### config.mk
export PLATFORM = sky130hd
export DESIGN_NAME = lcd_ctrl
export DESIGN_NICKNAME = d
export VERILOG_FILES = /design/src/rtl/lcd_ctrl.sv
export SDC_FILE = /design/constraint.sdc
export NUM_CORES = 1
export LEC_CHECK = 0
export ABC_CLOCK_PERIOD_IN_PS = 2220
export CAP_MARGIN = 20
export CORE_MARGIN = 8
export CORE_UTILIZATION = 49
export CTS_CLUSTER_DIAMETER = 50
export DETAILED_ROUTE_END_ITERATION = 16
export GPL_ROUTABILITY_DRIVEN = 0
export PLACE_DENSITY = 0.84
export SLEW_MARGIN = 20
export SYNTH_ARGS = -nofsm -noshare
export SYNTH_HDL_FRONTEND = slang
export SYNTH_SLANG_ARGS = --single-unit
### constraint.sdc
create_clock -name clk -period 2.22 [get_ports clk]
set_input_delay 0.555 -clock clk [delete_from_list [all_inputs] [get_ports clk]]
set_output_delay 0.555 -clock clk [all_outputs]
set_load 0.01 [all_outputs]
### src/rtl/lcd_ctrl.sv
// lcd_ctrl: pulls column bytes from the frame buffer and refreshes a 128x64 dual-controller LCD.
// Build option LCD_MIRROR_EN: data writes select both halves so the image is mirrored right.
module lcd_ctrl #(
  parameter int unsigned EN_LOW_CYC  = 8,
  parameter int unsigned EN_HIGH_CYC = 8,
  parameter int unsigned RST_CYC     = 64
) (
  input  logic       clk,
  input  logic       rst_n,
  input  logic [7:0] data,
  input  logic       data_valid,
  output logic       en,
  output logic       lcd_rst,
  output logic       lcd_cs1,
  output logic       lcd_cs2,
  output logic       lcd_rw,
  output logic       lcd_di,
  output logic       lcd_en,
  output logic [7:0] lcd_data,
  output logic       frame_done
);

  localparam int unsigned TX_CYC  = EN_LOW_CYC + EN_HIGH_CYC;
  localparam int unsigned CNT_MAX = (RST_CYC > TX_CYC) ? RST_CYC : TX_CYC;
  localparam int unsigned CNT_W   = $clog2(CNT_MAX + 1);

`ifdef LCD_MIRROR_EN
  localparam logic DATA_CS2 = 1'b1;
`else
  localparam logic DATA_CS2 = 1'b0;
`endif

  localparam logic [7:0] CMD_ON    = 8'h3F;
  localparam logic [7:0] CMD_LINE0 = 8'hC0;
  localparam logic [7:0] CMD_PAGE  = 8'hB8;
  localparam logic [7:0] CMD_COL0  = 8'h40;

  typedef enum logic [2:0] {
    RST_HOLD,
    INIT_ON,
    INIT_LINE,
    SET_PAGE,
    SET_COL,
    REQ,
    WAIT,
    WR_DATA
  } state_t;

  state_t           state;
  logic [CNT_W-1:0] cnt;
  logic [2:0]       page;
  logic [5:0]       col;

  logic             in_tx;
  logic             tx_last;
  logic             rst_done;
  logic             cmd_go;
  logic             dat_go;
  logic [7:0]       cmd_byte;
  logic [CNT_W-1:0] cnt_inc;
  logic [2:0]       page_inc;

  assign cnt_inc  = cnt + CNT_W'(1);
  assign page_inc = page + 3'd1;
  assign lcd_rw   = 1'b0;

  // Decode which bus transaction, if any, is launched at the coming edge.
  always_comb begin
    in_tx    = 1'b0;
    cmd_go   = 1'b0;
    cmd_byte = CMD_ON;
    case (state)
      INIT_ON, INIT_LINE, SET_PAGE, SET_COL, WR_DATA: in_tx = 1'b1;
      default: in_tx = 1'b0;
    endcase
    rst_done = (state == RST_HOLD) && (cnt == CNT_W'(RST_CYC - 1));
    tx_last  = in_tx && (cnt == CNT_W'(TX_CYC - 1));
    case (state)
      RST_HOLD: begin
        cmd_go   = rst_done;
        cmd_byte = CMD_ON;
      end
      INIT_ON: begin
        cmd_go   = tx_last;
        cmd_byte = CMD_LINE0;
      end
      INIT_LINE: begin
        cmd_go   = tx_last;
        cmd_byte = CMD_PAGE | {5'd0, page};
      end
      SET_PAGE: begin
        cmd_go   = tx_last;
        cmd_byte = CMD_COL0;
      end
      WR_DATA: begin
        cmd_go   = tx_last && (col == 6'd63);
        cmd_byte = CMD_PAGE | {5'd0, page_inc};
      end
      default: begin
        cmd_go   = 1'b0;
        cmd_byte = CMD_ON;
      end
    endcase
    dat_go = (state == WAIT) && data_valid;
  end

  // Sequencer, bus timing and all registered outputs.
  always_ff @(posedge clk or negedge rst_n) begin
    if (!rst_n) begin
      state      <= RST_HOLD;
      cnt        <= '0;
      page       <= '0;
      col        <= '0;
      en         <= 1'b0;
      lcd_rst    <= 1'b0;
      lcd_cs1    <= 1'b0;
      lcd_cs2    <= 1'b0;
      lcd_di     <= 1'b0;
      lcd_en     <= 1'b0;
      lcd_data   <= 8'h00;
      frame_done <= 1'b0;
    end else begin
      en         <= 1'b0;
      frame_done <= 1'b0;
      if (in_tx || state == RST_HOLD) begin
        cnt <= cnt_inc;
      end
      if (in_tx) begin
        lcd_en <= (cnt_inc >= CNT_W'(EN_LOW_CYC));
      end

      case (state)
        RST_HOLD: begin
          if (rst_done) begin
            lcd_rst <= 1'b1;
            state   <= INIT_ON;
          end
        end
        INIT_ON:   if (tx_last) state <= INIT_LINE;
        INIT_LINE: if (tx_last) state <= SET_PAGE;
        SET_PAGE:  if (tx_last) state <= SET_COL;
        SET_COL: begin
          if (tx_last) begin
            state <= REQ;
            en    <= 1'b1;
          end
        end
        REQ: state <= WAIT;
        WAIT: begin
          // No byte yet: re-request until upstream has one.
          if (data_valid) begin
            state <= WR_DATA;
          end else begin
            state <= REQ;
            en    <= 1'b1;
          end
        end
        WR_DATA: begin
          if (tx_last) begin
            col <= col + 6'd1;
            if (col == 6'd63) begin
              page  <= page_inc;
              state <= SET_PAGE;
              if (page == 3'd7) frame_done <= 1'b1;
            end else begin
              state <= REQ;
              en    <= 1'b1;
            end
          end
        end
        default: state <= RST_HOLD;
      endcase

      if (tx_last) begin
        lcd_en <= 1'b0;
        cnt    <= '0;
      end

      // Fields load together at transaction start and hold until the next load.
      if (cmd_go || dat_go) begin
        cnt      <= '0;
        lcd_en   <= 1'b0;
        lcd_di   <= dat_go;
        lcd_cs1  <= 1'b1;
        lcd_cs2  <= dat_go ? DATA_CS2 : 1'b1;
        lcd_data <= dat_go ? data : cmd_byte;
      end
    end
  end

endmodule

==> results.json <==
{
  "outcome": "completed",
  "rsz0062_at_grt": "true",
  "synth-seq-cells": 34,
  "routed_length_on_met1_mm": 1.914,
  "postSynthCellCount": 210,
  "core_um2": 4000,
  "cts_root_buffer": "sky130_fd_sc_hd__clkbuf_8",
  "vias": 1690,
  "ant_nets": 0,
  "dpl_worst_slack_ns": 0.05240,
  "fin_tns_setup_ns": 0,
  "report.power.total_mw": 1.100,
  "timing.hold.worst.class": "reg2reg",
  "critPathRequiredTime_ns": 2.42,
  "placement.io_buffers": 25,
  "ys_seq_area_share_pct": 42.03,
  "uppermost_layer_routed": "met4",
  "worst_path_max_delay_cell": "sky130_fd_sc_hd__fa_1",
  "synth_top_area_share_pct": 42.03,
  "clock_insertion_delay_worst_skew_ns": 0.28,
  "finClkSkew_ns": 0.007219,
  "final_layout_size_suffix_gt1_share_pct": 15.85,
  "grt-ovfl-total": 0,
  "antenna_found_initial": 0,
  "design.final.nets": 265,
  "comb_power_share_pct": 3.0,
  "drt-wirelength-per-cell_um": 14.95,
  "row_count": 23,
  "cts_tree": "done",
  "met2WireLength_mm": 2.248,
  "max_cap_viol_count": 0,
  "finalCoreUtilization_pct": 62.28,
  "cp.arrival_ns": 2.33,
  "worstPathCellList": "inv_2 > fa_1 > inv_2 > a211oi_4 > a21oi_4 > o21ai_4 > mux2i_1",
  "n_antenna_cell": 0,
  "post_synth.cell_area_avg_um2": 9.640,
  "syn_to_final_growth_pct": 23.05,
  "post-route-cell-area_um2": 2491,
  "leakage_nw": 1.122,
  "timing.final.crit_period_ns": 2.127,
  "first_pass_grt_wire_length_mm": 7.217,
  "worstPathMaxFanout": 8,
  "setup.worst_path.end_class": "flip-flop",
  "numClockSinks": 34,
  "detail_route.wirelength_mm": 4.424,
  "synth_warnings": 0,
  "final.period_utilization_pct": 95.81,
  "ys.flop_type": "sky130_fd_sc_hd__dfrtp_1",
  "number_of_enable_type_register_cells_in_the_synthesized_netlist": 0,
  "clock.fmax_mhz": 470.1,
  "p_int_uw": 875.1,
  "final_cell_mix": "sky130_fd_sc_hd__dfrtp_1, sky130_fd_sc_hd__clkdlybuf4s50_1, sky130_fd_sc_hd__nand2_1, sky130_fd_sc_hd__nor2_1, sky130_fd_sc_hd__buf_4",
  "dp.final_hpwl_mm": 3.135,
  "slowest_delay_ns": 0.57,
  "mappedNetlistArea_um2": 2024,
  "place_area_um2": 2394,
  "netlist_top_cells_area": "sky130_fd_sc_hd__dfrtp_1, sky130_fd_sc_hd__nand2_1, sky130_fd_sc_hd__nor2_1, sky130_fd_sc_hd__ha_1, sky130_fd_sc_hd__o21ai_0",
  "final_common_cell": "sky130_fd_sc_hd__dfrtp_1",
  "power_density_nw_per_um2": 441.4,
  "first_global_vias": 1614,
  "clkSlewWorstSetupHoldPaths_ns": 0.06,
  "share_clk_of_total_power_pct": 40.6,
  "grt_usage_pct": 14.17,
  "met3_wirelength_um": 201,
  "n_fill_cell": 323,
  "ir_worst_vdd_uv": 346.1,
  "dr.first_iter.drc_count": 119,
  "cts-buffers-inserted": 5,
  "timing_hold_violations_final": 0,
  "fp.dieW_um": 80.28,
  "critical-path-top-cell-by-count": "sky130_fd_sc_hd__inv_2",
  "share_of_synthesized_flip_flops_with_an_asynchronous_set_or_reset_pct": 100.0,
  "yosys.cell_types.count": 52,
  "clock_tree.buffer_depth": 2,
  "setup.worst_path.start_class": "flip-flop",
  "drtPass1Iterations": 4,
  "die_height_um": 80.28,
  "post-synth-top-area-cell": "sky130_fd_sc_hd__dfrtp_1",
  "drt-vias-per-instance": 5.709,
  "p_sw_uw": 224.4,
  "io_pins": 27,
  "die_area_um2": 6444,
  "start_util_pct": 50.61,
  "maxSlewViolCount": 0,
  "criticalPathCategory": "reg2reg",
  "cts_htree_levels": 2,
  "grt_start_max_net_pins": 35,
  "synthesis.nets": 228,
  "seq_power_share_pct": 56.4,
  "setup_viol_count_final": 0,
  "final.setup.worst_slack_ns": 0.09292,
  "switching_share_pct": 20.41,
  "residual_drc_count": 0
}
cells in the mapped netlist, drive strengths merged, types with 3 or more instances:
library cell  number
mux2               3
nor2              20
xor2               4
nand2b             4
or3                3
dfrtp             34
a21oi             11
nor3               3
inv                7
buf                6
a211oi             6
clkbuf             4
ha                 5
xnor2              3
o41ai              3
a22o               4
mux2i              4
nand3             10
nor4               3
and2               4
nand2             24
o21ai             13
routing by layer:
| layer | global-route usage [%] | up-vias |
|---|---|---|
| met5 | 0 | - |
| met4 | 4.909 | 0 |
| met3 | 4.353 | 7 |
| met2 | 24.33 | 35 |
| met1 | 16.20 | 819 |
| li1 | - | 829 |
logic make-up (layout without fill, tap and decap cells):
| group | count (synthesis) | in the layout | share of synthesized area [%] |
|---|---|---|---|
| AND/OR/NAND/NOR | 85 | 85 | 24.17 |
| multiplexers | 7 | 7 | 3.646 |
| flip-flops | 34 | 34 | 42.03 |
| buffers and inverters | 17 | 53 | 3.708 |
| AO/OA/AOI/OAI | 52 | 52 | 18.17 |
| XOR/XNOR | 7 | 7 | 3.028 |
| adder cells (fa/ha/maj) | 7 | 7 | 5.068 |
| other | 1 | 1 | 0.1852 |
through the flow:
stage	hold WS, ns	cells
after floorplan	0.2594	210
after global placement	0.4566	289
after detailed placement	0.4569	289
after CTS	0.4755	295
after global routing	0.4981	296
final	0.4708	296
state kept, by name, summed over array words and instances, names as in the netlist:
| signal | cells |
|---|---|
| cnt | 7 |
| col | 6 |
| en | 1 |
| frame_done | 1 |
| lcd_cs1 | 1 |
| lcd_cs2 | 1 |
| lcd_data | 8 |
| lcd_di | 1 |
| lcd_en | 1 |
| lcd_rst | 1 |
| page | 3 |
| state | 3 |
worst paths after layout:
| path | from | to | slack (ns) | cells past startpoint |
|---|---|---|---|---|
| min | col[5] | col[5] | 0.47 | 1 |
| max reg2reg | state[1] | lcd_data[4] | 0.09 | 7 |
| max | state[1] | lcd_data[4] | 0.09 | 7 |
| min in group asynchronous | rst_n | lcd_cs2 | 0.67 | 2 |
| max in group asynchronous | rst_n | en | 1.23 | 2 |
| min reg2reg | col[5] | col[5] | 0.47 | 1 |
power by group through the flow:
stage               Clock [mW]  Sequential [mW]  Combinational (mW)
finish                   0.447            0.620              0.0330
global route             0.482            0.619              0.0368
CTS                      0.456            0.619              0.0338
detailed placement           0            0.631              0.0337
global placement             0            0.631              0.0336
floorplan                    0            0.631             0.00283
worst max-delay path: cells and delay by family (launching register included):
family          cells  cell delay (ns)
flops               1             0.36
mux                 1             0.22
compound gates      3             0.78
fa+ha+maj           1             0.57
buf+inv             2             0.11
repair_timing:
action                                  4_1_cts  5_1_grt
endpoints found under the setup margin        0        6
setup buffers                                 0        1
hold buffers                                  0        0
gates resized for setup                       0        3
area by class of cell:
type | instances | area (um^2) | share of cell area, %
multi-input cells | 159 | 1106 | 44.40
well taps | 50 | 62.56 | 2.511
repair buffers | 40 | 362.8 | 14.57
inverters | 7 | 26.28 | 1.055
clock buffers | 6 | 82.58 | 3.315
flip-flops and latches | 34 | 850.8 | 34.15
No activity file was read; power rests on OpenSTA's default activity.
